**src/rtl/stage_fetch.sv**
```systemverilog
// ---------------------------------------------------------------------------
// stage_fetch
//
// Instruction-fetch stage of the TinyCPU pipeline. It owns the program
// counter and issues one instruction-memory request at a time. The fetched
// word is held for decode until decode takes it. The block also handles
// control-flow redirects, including squashing a response that is already
// in flight.
//
// Parameters:
//   RESET_PC            - PC loaded on reset (must be word aligned)
//
// Ports:
//   clk                 - single clock, all state changes on rising edge
//   rst                 - asynchronous active-high reset
//   stall               - decode is not consuming the held word this cycle
//   redirect_valid      - branch/jump taken, refetch from redirect_pc
//   redirect_pc         - redirect target, bits [1:0] ignored
//   imem_req_valid      - fetch request valid (only in REQ)
//   imem_req_addr       - byte address of requested word (always fetch_pc)
//   imem_req_ready      - memory accepts the request this cycle
//   imem_resp_valid     - response word valid (one per accepted request)
//   imem_resp_data      - response word
//   current_instruction - word for decode, 0 (NOP) when fetch_valid is 0
//   fetch_pc            - PC of the outstanding request or held word
//   fetch_valid         - current_instruction is a real fetched word
//
// Every output is a direct function of registered state, so there is no
// combinational path from any input to any output.
// ---------------------------------------------------------------------------
module stage_fetch #(
  parameter logic [31:0] RESET_PC = 32'h0000_0000
) (
  input  logic        clk,
  input  logic        rst,
  input  logic        stall,
  input  logic        redirect_valid,
  input  logic [31:0] redirect_pc,
  output logic        imem_req_valid,
  output logic [31:0] imem_req_addr,
  input  logic        imem_req_ready,
  input  logic        imem_resp_valid,
  input  logic [31:0] imem_resp_data,
  output logic [31:0] current_instruction,
  output logic [31:0] fetch_pc,
  output logic        fetch_valid
);

  // IDLE : after reset, no request issued
  // REQ  : request presented, waiting for memory to accept it
  // WAIT : request accepted, waiting for its single response
  // HOLD : fetched word presented to decode until consumed or dropped
  typedef enum logic [1:0] {
    ST_IDLE = 2'd0,
    ST_REQ  = 2'd1,
    ST_WAIT = 2'd2,
    ST_HOLD = 2'd3
  } state_t;

  state_t      state_q, state_d;
  logic [31:0] pc_q, pc_d;
  logic [31:0] inst_q, inst_d;
  logic        inst_valid_q, inst_valid_d;
  logic        squash_q, squash_d;

  logic [31:0] redirect_target;
  logic [31:0] pc_plus4;

  // The low two bits of the redirect target are forced to zero so the PC
  // can never become misaligned.
  logic unused_redirect_lsb;
  assign unused_redirect_lsb = ^redirect_pc[1:0];
  assign redirect_target     = {redirect_pc[31:2], 2'b00};
  assign pc_plus4            = pc_q + 32'd4;

  // State and datapath registers. Reset is asynchronous, so a reset in the
  // middle of a request or wait returns to IDLE immediately; any response
  // that arrives later is ignored because IDLE/REQ never look at it.
  always_ff @(posedge clk or posedge rst) begin
    if (rst) begin
      state_q      <= ST_IDLE;
      pc_q         <= RESET_PC;
      inst_q       <= 32'h0;
      inst_valid_q <= 1'b0;
      squash_q     <= 1'b0;
    end else begin
      state_q      <= state_d;
      pc_q         <= pc_d;
      inst_q       <= inst_d;
      inst_valid_q <= inst_valid_d;
      squash_q     <= squash_d;
    end
  end

  // Next-state logic. A redirect outranks both stall and the normal
  // advance. Whenever a redirect hits while a request is (or is becoming)
  // outstanding, the response cannot be cancelled at memory, so the squash
  // flag marks it to be thrown away when it eventually arrives.
  always_comb begin
    state_d      = state_q;
    pc_d         = pc_q;
    inst_d       = inst_q;
    inst_valid_d = inst_valid_q;
    squash_d     = squash_q;

    unique case (state_q)
      ST_IDLE: begin
        // Redirects are ignored here; fetching starts at the reset PC.
        state_d = ST_REQ;
      end

      ST_REQ: begin
        if (imem_req_ready) begin
          state_d = ST_WAIT;
        end
        if (redirect_valid) begin
          pc_d         = redirect_target;
          inst_valid_d = 1'b0;
          // The old address was accepted on this edge, so its response
          // belongs to the wrong path.
          if (imem_req_ready) begin
            squash_d = 1'b1;
          end
        end
      end

      ST_WAIT: begin
        if (redirect_valid) begin
          pc_d         = redirect_target;
          inst_valid_d = 1'b0;
          if (imem_resp_valid) begin
            // Response arrived on the redirect edge: drop it and refetch.
            squash_d = 1'b0;
            state_d  = ST_REQ;
          end else begin
            squash_d = 1'b1;
          end
        end else if (imem_resp_valid) begin
          if (squash_q) begin
            squash_d = 1'b0;
            state_d  = ST_REQ;
          end else begin
            inst_d       = imem_resp_data;
            inst_valid_d = 1'b1;
            state_d      = ST_HOLD;
          end
        end
      end

      ST_HOLD: begin
        if (redirect_valid) begin
          // Held word is dropped without being consumed, so no +4.
          pc_d         = redirect_target;
          inst_valid_d = 1'b0;
          state_d      = ST_REQ;
        end else if (!stall) begin
          // Decode captures the word on this edge.
          pc_d         = pc_plus4;
          inst_valid_d = 1'b0;
          state_d      = ST_REQ;
        end
      end

      default: begin
        state_d = ST_IDLE;
      end
    endcase
  end

  // Outputs come straight from the registers.
  always_comb begin
    imem_req_valid      = (state_q == ST_REQ);
    imem_req_addr       = pc_q;
    fetch_pc            = pc_q;
    fetch_valid         = inst_valid_q;
    current_instruction = inst_valid_q ? inst_q : 32'h0;
  end

endmodule

```
**config.mk**
```make
export PLATFORM = sky130hd
export DESIGN_NAME = stage_fetch
export DESIGN_NICKNAME = d
export VERILOG_FILES = /design/src/rtl/stage_fetch.sv
export SDC_FILE = /design/constraint.sdc
export NUM_CORES = 1
export LEC_CHECK = 0
export ABC_AREA = 1
export CORE_MARGIN = 3
export CORE_UTILIZATION = 45
export DETAILED_ROUTE_END_ITERATION = 7
export PLACE_DENSITY = 0.82
export SYNTH_ARGS = -nofsm -noshare
export SYNTH_HDL_FRONTEND = slang
export SYNTH_SLANG_ARGS = --single-unit
```
**constraint.sdc**
```tcl
create_clock -name clk -period 2.5 [get_ports clk]
set_input_delay 0.375 -clock clk [delete_from_list [all_inputs] [get_ports clk]]
set_output_delay 0.375 -clock clk [all_outputs]
set_load 0.02 [all_outputs]
```
==> impl_metrics.csv <==
group,metric,value,unit
status,status,"complete, no violations",
timing,rsz0062_at_grt,"false",
setup_path,crit_fanout,34,
detailed_routing,ant_nets,0,
die,row_count,35,
cts,cts.sinks,66,
yosys,synthArstFlopShare,1.00,
detailed_routing,via_per_inst,4.84,
global_routing,grt_util_all_layers,0.212,
yosys,synthFlopType,"dfrtp_1",
detailed_routing,route.vias.total,4126,
run,cap_violations,0,
setup_path,reg2reg_depth,8,
detailed_routing,routedWlPerCell,13.8,µm
setup_path,regToRegStartpoint,"state_q[0]",
place,place.gp.congestion,0.914,
timing,setup_viol,0,
timing,hold_viol,0,
detailed_routing,first_iter_violations,104,
cts,cts_tree,"yes",
setup_path,cp.arrival,1.78,ns
setup_path,r2r_slack,0.66,ns
setup_path,end_kind,"output port",
global_routing,antenna_found_initial,0,
setup_path,path_class,"flip-flop to output port",
yosys,syn_area,4420,µm²
global_routing,grt.overflow.total,0,
timing,fmax,465,MHz
yosys,synthCells,590,
yosys,syn_area_per_cell,7.50,µm²
setup_path,crit_required,2.12,ns
global_routing,first_global_vias,4061,
yosys,yosysWarningCount,0,
yosys,yosysTopAreaCell,"dfrtp_1",
layout,fin_util,0.652,
detailed_routing,wl,11.7,mm
global_routing,grt_pass1_wl,19.3,mm
global_routing,grt_max_degree,67,
cts,post_cts_resized,0,
timing,timing.setup.tns,0,ns
layout,multi_input_area,2140,µm²
die,io-pin-count,168,
layout,drive_above_1_share,0.112,
cts,cts_root_buffer,"clkbuf_8",
cts,cts_buffer_depth,2,
die,core,9420,µm²
worst_hold_path,min-delay-path-class,"input pin to async pin",
detailed_routing,remaining_drc_errors,0,
layout,fin_nets,792,
die,die_x,105,µm
pwr,leakage,0.00299,µW
place,io_buffer_count,161,
yosys,ys_types,32,
yosys,synth_edf_count,0,
die,start_util,0.470,
yosys,synth_top_area_frac,0.373,
die,die_h,105,µm
die,die-area,11100,µm²
pwr,ir_worst_vdd,0.575,mV
layout,seqCellArea,1650,µm²
timing,slew_viol_final,0,
cts,postCtsHoldBufs,0,
cts,worst_skew_pair.late_latency,0.33,ns
layout,fill_cells,799,
cts,cts_setup_buffers,0,
cts,cts_buffers,9,
place,dp_hpwl,8.73,mm
layout,area_delta_synth_final,38.8,%
timing,period_minus_slack,2.15,ns
yosys,ys_ff_latch,66,
timing,fin_worst_skew,0.00830,ns
yosys,synth_area_leaders,"dfrtp_1 37%, nand2_1 15%, mux2_4 10%, inv_1 6.1%, nor2_1 5.9%",
timing,min_period_over_period,0.861,
cts,path_clk_slew,0.08,ns
detailed_routing,firstDrtPassIters,4,
pwr,power_density,1210,nW/µm²
setup_path,critPathLaunchType,"flip-flop",
setup_path,r2r_end,"fetch_pc[2]",
pwr,total_power,7410,µW
layout,diodes,0,
yosys,yosysSeqAreaShare,0.373,
cts,cts_max_level,3,
==> cell usage after synthesis (all sizes together) (5+ instances only) <==
| cell | number |
|---|---|
| mux2 | 32 |
| o22ai | 6 |
| nand2 | 179 |
| inv | 74 |
| nand3 | 37 |
| o21ai | 23 |
| buf | 48 |
| clkbuf | 5 |
| a21oi | 12 |
| nor2 | 84 |
| dfrtp | 66 |
==> metal layers <==
metal	part of all wire	global-route usage	wire, µm	vias up
li1	-	-	-	2051
met1	0.42	0.255	4910	1899
met2	0.49	0.366	5690	163
met3	0.085	0.0636	997	13
met4	0.012	0.0600	136	0
met5	0	0	0	-
==> how the worst max path moves through the flow <==
stage / end / start / cells past startpoint
floorplan: fetch_pc[10] / rst / 1
global placement: fetch_pc[12] / redirect_valid / 8
detailed placement: fetch_pc[12] / redirect_valid / 8
CTS: current_instruction[8] / fetch_valid / 4
global route: current_instruction[29] / fetch_valid / 4
finish: current_instruction[8] / fetch_valid / 4
==> registers in the layout, indices dropped and copies added, names as in the netlist <==
| signal | cells |
|---|---|
| fetch_valid | 1 |
| fetch_pc | 30 |
| squash_q | 1 |
| inst_q | 32 |
| state_q | 2 |
==> where the power goes <==
part	switching [µW]	internal (µW)
sequential	625	1610
combinational	2250	1910
clock	426	591
==> critical path, cell delays in order (launching register included) <==
cell and delay, ns:
dfrtp_1 0.33, buf_4 0.31, nand2_1 0.12, inv_1 0.08, clkdlybuf4s50_1 0.60
==> stage by stage <==
stage	cell area [µm²]	instances	setup slack [ns]	hold WS, ns
detailed placement	5910	836	0.397	0.492
finish	6140	852	0.348	0.414
global route	6140	852	0.231	0.454
floorplan	4440	593	0.470	0.480
CTS	6140	852	0.305	0.428
global placement	5910	836	0.432	0.493
==> cell type report <==
class	count	share of cell area
flip-flops and latches	66	0.269
clock inverters	6	0.0147
repair buffers	167	0.274
well taps	129	0.0263
inverters	74	0.0452
multi-input cells	400	0.349
clock buffers	10	0.0224
==> logic make-up (layout without fill, tap and decap cells) <==
logic type	Yosys count	in the layout	share of synthesized area
flops	66	66	0.373
other cells	1	4	0.000848
compound gates	47	47	0.0580
simple gates	312	312	0.301
fa+ha+maj	4	4	0.0113
mux	32	32	0.107
buf+inv	127	257	0.146
xor+xnor	1	1	0.00198
==> cell usage in the layout, fill, tap and decap left out, types with 3 or more instances in the layout <==
| cell | netlist | layout |
|---|---|---|
| nand2_1 | 173 | 173 |
| clkdlybuf4s50_1 | 0 | 161 |
| inv_1 | 72 | 71 |
| nor2_1 | 70 | 70 |
| dfrtp_1 | 66 | 66 |
| nand3_1 | 37 | 37 |
| mux2_4 | 30 | 30 |
| o21ai_0 | 21 | 21 |
| a21oi_1 | 12 | 12 |
| clkbuf_8 | 0 | 10 |
| nor2_2 | 9 | 8 |
| nor2_4 | 5 | 6 |
| o22ai_1 | 6 | 6 |
| nand2_2 | 4 | 4 |
| or2_2 | 4 | 4 |
| ha_1 | 4 | 4 |
| conb_1 | 1 | 4 |
| buf_4 | 34 | 4 |
| inv_2 | 2 | 3 |
| o21bai_1 | 3 | 3 |
| and2_1 | 3 | 3 |
Note: power is estimated with default switching activity, not from simulation.
